### config.mk
export PLATFORM = sky130hd
export DESIGN_NAME = muldiv_wb_arbiter_flat
export DESIGN_NICKNAME = d
export VERILOG_FILES = /design/src/rtl/muldiv_wb_arbiter_pkg.sv /design/src/rtl/muldiv_wb_arbiter_if.sv /design/src/rtl/muldiv_wb_arbiter.sv /design/src/flat_wrapper.sv
export SDC_FILE = /design/constraint.sdc
export NUM_CORES = 1
export LEC_CHECK = 0
export BUFFER_PORTS_ARGS = -buffer_cell sky130_fd_sc_hd__clkbuf_2
export CAP_MARGIN = 20
export CORE_MARGIN = 5
export CORE_UTILIZATION = 41
export CTS_BUF_LIST = sky130_fd_sc_hd__clkbuf_8
export DETAILED_ROUTE_END_ITERATION = 10
export GPL_ROUTABILITY_DRIVEN = 0
export PLACE_DENSITY = 0.65
export SLEW_MARGIN = 20
export SYNTH_ARGS = -nofsm -noshare
export SYNTH_HDL_FRONTEND = slang
export SYNTH_SLANG_ARGS = --single-unit
### constraint.sdc
create_clock -name clk_i -period 4.1 [get_ports clk_i]
set_input_delay 0.615 -clock clk_i [delete_from_list [all_inputs] [get_ports clk_i]]
set_output_delay 0.615 -clock clk_i [all_outputs]
set_load 0.005 [all_outputs]
### src/rtl/muldiv_wb_arbiter_pkg.sv
// Shared types and helpers for the MULT unit writeback arbiter.
// Latency: n/a (package only).
// Backpressure: n/a (package only).
package muldiv_wb_arbiter_pkg;

  // Transaction id width shared with the scoreboard in the core.
  localparam int TRANS_ID_BITS = 3;
  // Native datapath width and the width of RV64 *W results.
  localparam int XLEN     = 64;
  localparam int WORD_LEN = 32;

  // Sign-extend the low word_w bits of val over the full XLEN.
  // Reusable by any writeback path that handles *W results.
  function automatic logic [XLEN-1:0] sext_word(input logic [XLEN-1:0] val,
                                                input int              word_w);
    logic [XLEN-1:0] hi_mask;
    logic [XLEN-1:0] shifted;
    hi_mask = {XLEN{1'b1}} << word_w;
    shifted = val >> (word_w - 1);
    return shifted[0] ? (val | hi_mask) : (val & ~hi_mask);
  endfunction

endpackage

### src/rtl/muldiv_wb_arbiter_if.sv
// Result streams from multiplier/divider plus the merged writeback port.
// Latency: n/a (bundle of wires).
// Backpressure: only the divider stream has a ready; multiplier cannot stall.
interface muldiv_wb_arbiter_if
  import muldiv_wb_arbiter_pkg::*;
#(
  parameter int WIDTH = XLEN
) ();

  // multiplier stream
  logic                     mul_valid_i;
  logic [TRANS_ID_BITS-1:0] mul_trans_id_i;
  logic [WIDTH-1:0]         mul_result_i;
  // divider issue tracking and result stream
  logic                     div_issue_i;
  logic                     div_word_op_i;
  logic                     div_vld_i;
  logic                     div_rdy_o;
  logic [TRANS_ID_BITS-1:0] div_id_i;
  logic [WIDTH-1:0]         div_res_i;
  logic                     div_busy_o;
  // merged writeback
  logic                     valid_o;
  logic [TRANS_ID_BITS-1:0] trans_id_o;
  logic [WIDTH-1:0]         result_o;

  // arbiter side
  modport slave (
    input  mul_valid_i, mul_trans_id_i, mul_result_i,
    input  div_issue_i, div_word_op_i, div_vld_i, div_id_i, div_res_i,
    output div_rdy_o, div_busy_o,
    output valid_o, trans_id_o, result_o
  );

  // producer / consumer side
  modport master (
    output mul_valid_i, mul_trans_id_i, mul_result_i,
    output div_issue_i, div_word_op_i, div_vld_i, div_id_i, div_res_i,
    input  div_rdy_o, div_busy_o,
    input  valid_o, trans_id_o, result_o
  );

endinterface

### src/rtl/muldiv_wb_arbiter.sv
// Merges multiplier and divider results onto one registered writeback port.
// Latency: 1 cycle input to writeback; a colliding divide result waits in a 1-entry hold.
// Backpressure: multiplier always wins; divider is accepted whenever a divide is in flight.
module muldiv_wb_arbiter
  import muldiv_wb_arbiter_pkg::*;
#(
  parameter int WIDTH  = XLEN,
  parameter int WORD_W = WORD_LEN
) (
  input  logic                   clk_i,
  input  logic                   rst_ni,
  input  logic                   flush_i,
  muldiv_wb_arbiter_if.slave     wb
);

  typedef enum logic [1:0] {
    IDLE = 2'd0,
    BUSY = 2'd1,
    HOLD = 2'd2
  } state_t;

  state_t                   state_q,    state_d;
  logic                     word_q,     word_d;
  logic [TRANS_ID_BITS-1:0] hold_id_q,  hold_id_d;
  logic [WIDTH-1:0]         hold_res_q, hold_res_d;
  logic                     valid_q,    valid_d;
  logic [TRANS_ID_BITS-1:0] trans_id_q, trans_id_d;
  logic [WIDTH-1:0]         result_q,   result_d;

  // Divide result after optional *W extension; extension happens before the
  // hold register so the drain path needs no further fix-up.
  logic [XLEN-1:0]  div_sext;
  logic [WIDTH-1:0] div_res_ext;
  assign div_sext    = sext_word(XLEN'(wb.div_res_i), WORD_W);
  assign div_res_ext = word_q ? div_sext[WIDTH-1:0] : wb.div_res_i;

  // Next-state, hold capture and writeback priority mux.
  always_comb begin
    state_d    = state_q;
    word_d     = word_q;
    hold_id_d  = hold_id_q;
    hold_res_d = hold_res_q;
    valid_d    = 1'b0;
    trans_id_d = trans_id_q;
    result_d   = result_q;

    if (flush_i) begin
      // Everything in flight this cycle is dropped; divider flushes alongside.
      state_d    = IDLE;
      word_d     = 1'b0;
      hold_id_d  = '0;
      hold_res_d = '0;
    end else begin
      unique case (state_q)
        IDLE: begin
          if (wb.div_issue_i) begin
            state_d = BUSY;
            word_d  = wb.div_word_op_i;
          end
        end
        BUSY: begin
          if (wb.div_vld_i) begin
            if (wb.mul_valid_i) begin
              hold_id_d  = wb.div_id_i;
              hold_res_d = div_res_ext;
              state_d    = HOLD;
            end else begin
              state_d = IDLE;
            end
          end
        end
        HOLD: begin
          // Back-to-back multiplier results may starve the drain; intended.
          if (!wb.mul_valid_i) state_d = IDLE;
        end
        default: state_d = IDLE;
      endcase

      if (wb.mul_valid_i) begin
        valid_d    = 1'b1;
        trans_id_d = wb.mul_trans_id_i;
        result_d   = wb.mul_result_i;
      end else if (state_q == HOLD) begin
        valid_d    = 1'b1;
        trans_id_d = hold_id_q;
        result_d   = hold_res_q;
      end else if (state_q == BUSY && wb.div_vld_i) begin
        valid_d    = 1'b1;
        trans_id_d = wb.div_id_i;
        result_d   = div_res_ext;
      end
    end
  end

  // State, hold buffer and writeback registers.
  always_ff @(posedge clk_i or negedge rst_ni) begin
    if (!rst_ni) begin
      state_q    <= IDLE;
      word_q     <= 1'b0;
      hold_id_q  <= '0;
      hold_res_q <= '0;
      valid_q    <= 1'b0;
      trans_id_q <= '0;
      result_q   <= '0;
    end else begin
      state_q    <= state_d;
      word_q     <= word_d;
      hold_id_q  <= hold_id_d;
      hold_res_q <= hold_res_d;
      valid_q    <= valid_d;
      trans_id_q <= trans_id_d;
      result_q   <= result_d;
    end
  end

  assign wb.div_rdy_o  = (state_q == BUSY);
  assign wb.div_busy_o = (state_q != IDLE);
  assign wb.valid_o    = valid_q;
  assign wb.trans_id_o = trans_id_q;
  assign wb.result_o   = result_q;

  // Issue must hold off new divides while one is in flight or held.
  a_no_issue_when_busy : assert property (
    @(posedge clk_i) disable iff (!rst_ni) !(wb.div_issue_i && state_q != IDLE)
  );

endmodule

### src/flat_wrapper.sv
// flat-port wrapper written by rule: the top's interface ports become plain ports
module muldiv_wb_arbiter_flat import muldiv_wb_arbiter_pkg::*;
#(
  parameter int WIDTH  = XLEN,
  parameter int WORD_W = WORD_LEN
)
  (clk_i, rst_ni, flush_i, wb_mul_valid_i, wb_mul_trans_id_i, wb_mul_result_i, wb_div_issue_i, wb_div_word_op_i, wb_div_vld_i, wb_div_id_i, wb_div_res_i, wb_div_rdy_o, wb_div_busy_o, wb_valid_o, wb_trans_id_o, wb_result_o);
  muldiv_wb_arbiter_if #(.WIDTH(WIDTH)) wb_i ();
  input  logic clk_i;
  input  logic rst_ni;
  input  logic flush_i;
  input wire logic [$bits(wb_i.mul_valid_i)-1:0] wb_mul_valid_i;
  input wire logic [$bits(wb_i.mul_trans_id_i)-1:0] wb_mul_trans_id_i;
  input wire logic [$bits(wb_i.mul_result_i)-1:0] wb_mul_result_i;
  input wire logic [$bits(wb_i.div_issue_i)-1:0] wb_div_issue_i;
  input wire logic [$bits(wb_i.div_word_op_i)-1:0] wb_div_word_op_i;
  input wire logic [$bits(wb_i.div_vld_i)-1:0] wb_div_vld_i;
  input wire logic [$bits(wb_i.div_id_i)-1:0] wb_div_id_i;
  input wire logic [$bits(wb_i.div_res_i)-1:0] wb_div_res_i;
  output wire logic [$bits(wb_i.div_rdy_o)-1:0] wb_div_rdy_o;
  output wire logic [$bits(wb_i.div_busy_o)-1:0] wb_div_busy_o;
  output wire logic [$bits(wb_i.valid_o)-1:0] wb_valid_o;
  output wire logic [$bits(wb_i.trans_id_o)-1:0] wb_trans_id_o;
  output wire logic [$bits(wb_i.result_o)-1:0] wb_result_o;
  assign wb_i.mul_valid_i = wb_mul_valid_i;
  assign wb_i.mul_trans_id_i = wb_mul_trans_id_i;
  assign wb_i.mul_result_i = wb_mul_result_i;
  assign wb_i.div_issue_i = wb_div_issue_i;
  assign wb_i.div_word_op_i = wb_div_word_op_i;
  assign wb_i.div_vld_i = wb_div_vld_i;
  assign wb_i.div_id_i = wb_div_id_i;
  assign wb_i.div_res_i = wb_div_res_i;
  assign wb_div_rdy_o = wb_i.div_rdy_o;
  assign wb_div_busy_o = wb_i.div_busy_o;
  assign wb_valid_o = wb_i.valid_o;
  assign wb_trans_id_o = wb_i.trans_id_o;
  assign wb_result_o = wb_i.result_o;
  muldiv_wb_arbiter #(.WIDTH(WIDTH), .WORD_W(WORD_W)) u_core (.clk_i(clk_i), .rst_ni(rst_ni), .flush_i(flush_i), .wb(wb_i));
endmodule
## Word level (Yosys, flattened, before mapping)

Index checks and enable logic that the tools add are counted.

- Bits in registers: 138
- Output and inout bits: 70

- Equal/unequal tests: 5
- Mux-type cells: 29
- Bitwise logic cells: 1
- Reductions and logical operators: 13

Operators by type and width:

| operator | count |
|---|---|
| 2-to-1 mux 64 bit | 9 |
| 2-to-1 mux 3 bit | 7 |
| nonzero test 2 bit | 6 |
| 2-to-1 mux 2 bit | 5 |
| != test 3 bit, second input constant | 3 |
| 2-to-1 mux 1 bit | 7 |
| one-hot mux 2 bit (3 select lines) | 1 |
| AND reduction 3 bit | 2 |
| AND reduction 2 bit | 2 |
| nonzero test 3 bit | 1 |
| == test 2 x 1 -> 1 bit, second input constant | 1 |
| == test 2 bit, second input constant | 1 |
| zero test 2 bit | 1 |
| logical AND 1 bit | 1 |
| inverter 1 bit | 1 |

## Logic depth before layout (Yosys ltp)

- Depth in word-level cells: 6
- Mapped depth: 6
- Mapped depth without buffers: 4

## Least setup slack after synthesis

Ideal clock, no wire load.

- Path kind: input to register
- Start point: input port wb_div_vld_i
- End point: register u_core.hold_res_q[51]
- Setup time: 0.121 ns
- Data arrival time: 1.599 ns
- Required time: 3.979 ns
- Setup slack: 2.381 ns
- Stages: 6
- Buffers on the path: 3
- Path through: and3b_1 > and3_1 > buf_2 > buf_4 > buf_4 > a22o_1

- Longest elaborated chain between the ends: 2

Ends and longest elaborated chain:

| item | line | text |
|---|---|---|
| start, declared | flat_wrapper.sv:17 | `input wire logic [$bits(wb_i.div_vld_i)-1:0] wb_div_vld_i;` |
| nonzero test 2 bit (no line) | - |  |
| AND reduction 3 bit (no line) | - |  |
| end signal, assigned | muldiv_wb_arbiter.sv:109 | `hold_res_q <= hold_res_d;` |
| end, declared | muldiv_wb_arbiter.sv:25 | `logic [WIDTH-1:0] hold_res_q, hold_res_d;` |

Every way passes these cells.
A chain may end at the register's enable or synchronous reset.

## Final worst setup path

- Start point: register u_core.state_q[0]
- End point: register u_core.hold_res_q[41]

- Longest elaborated chain between the ends: 3

Ends and longest elaborated chain:

| item | line | text |
|---|---|---|
| start, declared | muldiv_wb_arbiter.sv:22 | `state_t state_q, state_d;` |
| start signal, assigned | muldiv_wb_arbiter.sv:106 | `state_q <= state_d;` |
| == test 2 x 1 -> 1 bit | muldiv_wb_arbiter.sv:54 | `unique case (state_q)` |
| nonzero test 2 bit (no line) | - |  |
| AND reduction 3 bit (no line) | - |  |

Every way passes these cells.

==> key figures <==
Status
  • Outcome: finished, final reports clean

Clocking
  • Cts bufs inserted: 17
  • Clock Root Buffer: clkbuf_8
  • Reg clk slew, reported paths: 0.08 ns
  • Hold-fix buffers, CTS: 0
  • CTS Sinks: 138
  • Total setup buffers inserted after CTS: 0
  • Post-cts resize count: 0
  • Clock buffer depth: 2
  • H-tree levels: 4
  • Clk Latency, worst-skew pair: 0.44 ns
  • TritonCTS clock tree: built

Power and ir drop
  • Lkg Pwr: 4.199 nW
  • Worst VDD drop: around 0.18 mV
  • Sequential Power Share: 0.462
  • Sw frac: 0.2729
  • Logic pwr share: 0.158
  • Clock share of power: 0.381
  • P_sw: 0.9244 mW
  • Internal Power: roughly 2.5 mW
  • PD cells: 415.6 mW/mm²

Timing
  • Fin crit share: 0.5398
  • Final hold violations: 0
  • WHS: between 0.2 and 0.3 ns
  • Worst slew pin tran: 0.8907 ns
  • Clk_skew: 0.01256 ns
  • RSZ-0062 raised after global routing: no
  • Max-slew headroom: 0.4048
  • Setup TNS: 0 ns
  • Max Fclk: 451.8 MHz
  • Pins Over Slew Limit: 0
  • Minimum clock period: 2.213 ns
  • Final setup violation count: 0

Detailed routing
  • Via density: 5.230
  • Via count: around 5400
  • Remaining DRCs: 0
  • Pre-antenna DRT Iters: 5
  • Routed Antenna Nets: 0
  • WL final: 17.49 mm
  • Wire per inst: between 15 and 20 µm
  • Drt initial violations: 369

Layout
  • Layout cells sized above 1: 0.3605
  • FILL cells: approximately 1500
  • Number of nets in the layout: around 940
  • P&R area growth vs syn: 24.48%
  • Antenna diode count: 0

Logic synthesis
  • Post-synth cell types: 27
  • Sequential share of the synthesized area: 0.5275
  • Top cells by count, synth: dfrtp_1, o21ai_0, nand2_1
  • Seq cells post-synth: 138
  • Ys flop type: dfrtp_1
  • Post-synthesis cell count: 611
  • Largest area contributor in the netlist: dfrtp_1
  • Post-Syn Area: 0.006546 mm²
  • Synth top area share: 0.5275
  • Area contributors post-synth: dfrtp_1, a22o_1, o21ai_0
  • Most numerous cell in the Yosys netlist: dfrtp_1
  • Ys Warns: 0
  • Post-synthesis net count: roughly 750
  • Mean Syn Cell Area: 10.71 µm²
  • Post-synth EDFFs: 0
  • Async SR Flop Fraction: 1.000

Floorplan
  • Die H: between 100 and 150 µm
  • # rows: 46
  • Die area: 0.01859 mm²
  • Initial Utilization: 0.4151
  • Width of the die: 136.4 µm
  • Core area: 0.01577 mm²
  • IO Pins: about 210

Critical path
  • Setup CP Type: flip-flop to flip-flop
  • RR Startpoint: u_core.state_q[0]$_DFFE_PN0P_
  • Slowest cell on the critical path: a21oi_4
  • Crit path required time: between 4 and 5 ns
  • Crit path capture type: flip-flop
  • Worst-path maximum fanout: 40
  • Slowest stage delay, CP: about 0.64 ns
  • Critical Path AT: approximately 2.6 ns
  • CP Buf/Inv Count: 1
  • Worst reg-to-reg setup slack: 1.89 ns
  • Worst-path cell chain: and3b_1 > a21oi_4 > buf_4 > a22o_1
  • Critical path origin: u_core.state_q[0]$_DFFE_PN0P_
  • Worst path top cell family by delay: compound AO/OA/AOI/OAI gates
  • CP startpoint kind: flip-flop

Global routing
  • Vias in the first global route: 5619
  • Initial antenna violation count: 0
  • Largest net degree at the start of global routing: between 100 and 150
  • GRT Total Usage: 0.1910
  • Grt ovf: 0
  • First-pass GRT wire length: 27.97 mm

Place
  • Hpwl dp: 11.98 mm
  • Port bufs: between 200 and 250

Worst hold path
  • Hold/Removal Path Class: input pin to async pin

Flow run
  • MaxCap Viol Count: 0
## logic make-up (layout without fill, tap and decap cells)
family | after synthesis | in the layout | synth area share
compound gates | 203 | 203 | 0.2158
simple gates | 111 | 111 | 0.07989
mux | 70 | 70 | 0.1137
flops | 138 | 138 | 0.5275
buf+inv | 89 | 288 | 0.06307
## flip-flops by register name, summed over array words and instances (netlist names)
name                  count
u_core.wb.trans_id_o      3
u_core.hold_res_q        64
u_core.wb.result_o       64
u_core.wb.valid_o         1
u_core.hold_id_q          3
u_core.word_q             1
u_core.state_q            2
## worst paths after layout
kind                                                            to  cells after the start
max in group asynchronous        u_core.hold_res_q[15]$_DFFE_PN0P_                      2
worst max-delay path             u_core.hold_res_q[41]$_DFFE_PN0P_                      4
worst max register to register   u_core.hold_res_q[41]$_DFFE_PN0P_                      4
min in group clk_i                   u_core.state_q[0]$_DFFE_PN0P_                      2
worst min-delay path             u_core.hold_res_q[43]$_DFFE_PN0P_                      1
worst min register to register  u_core.wb.result_o[36]$_DFFE_PN0P_                      2
## layout by cell type, fill, tap and decap left out, drive strengths merged, types with 2 or more instances in the layout
cell,n
nand2b,33
a22o,67
clkinv,5
dfrtp,138
clkbuf,226
mux2,35
nor2,2
o21ai,99
nor2b,2
inv,37
mux2i,35
buf,12
bufinv,5
clkinvlp,3
nand2,70
a21oi,2
o221ai,32
## area by class of cell
| type | instances | area, µm² | area share |
|---|---|---|---|
| inverter | 35 | 131.4 | 0.01612 |
| tap | 216 | 270.3 | 0.03316 |
| multi-input combinational | 384 | 2693 | 0.3304 |
| clock inverter | 15 | 222.7 | 0.02733 |
| timing repair buffer | 221 | 1145 | 0.1405 |
| clock buffer | 17 | 234.0 | 0.02871 |
| sequential | 138 | 3453 | 0.4238 |
## layer usage
metal  vias to the layer above  routed length [µm]  global-route usage
li1                       2556                   -                   -
met1                      2565                7813              0.2512
met2                       219                8155              0.3016
met3                        26                1208             0.04996
met4                         0                 312             0.07615
met5                         -                   0                   0
## per-stage QoR
step                utilization  cell area, µm²  worst slack (ns)  std cells  power [mW]
floorplan                     -            6546             2.381        611       1.848
CTS                      0.5166            8147             1.864       1026       3.433
detailed placement       0.4876            7690             1.628        994       2.135
global placement         0.4876            7690             1.716        994       2.117
finish                   0.5167            8149             1.887       1026       3.387
global route             0.5167            8149             1.720       1026       3.563
## power by group through the flow
stage	clock, mW	combinational, mW	sequential, mW
2_1_floorplan	0	0.258	1.59
3_3_place_gp	0	0.531	1.59
3_5_place_dp	0	0.546	1.59
4_1_cts	1.32	0.547	1.56
5_1_grt	1.38	0.604	1.58
6_report	1.29	0.534	1.56
Note: power is estimated with default switching activity, not from simulation.
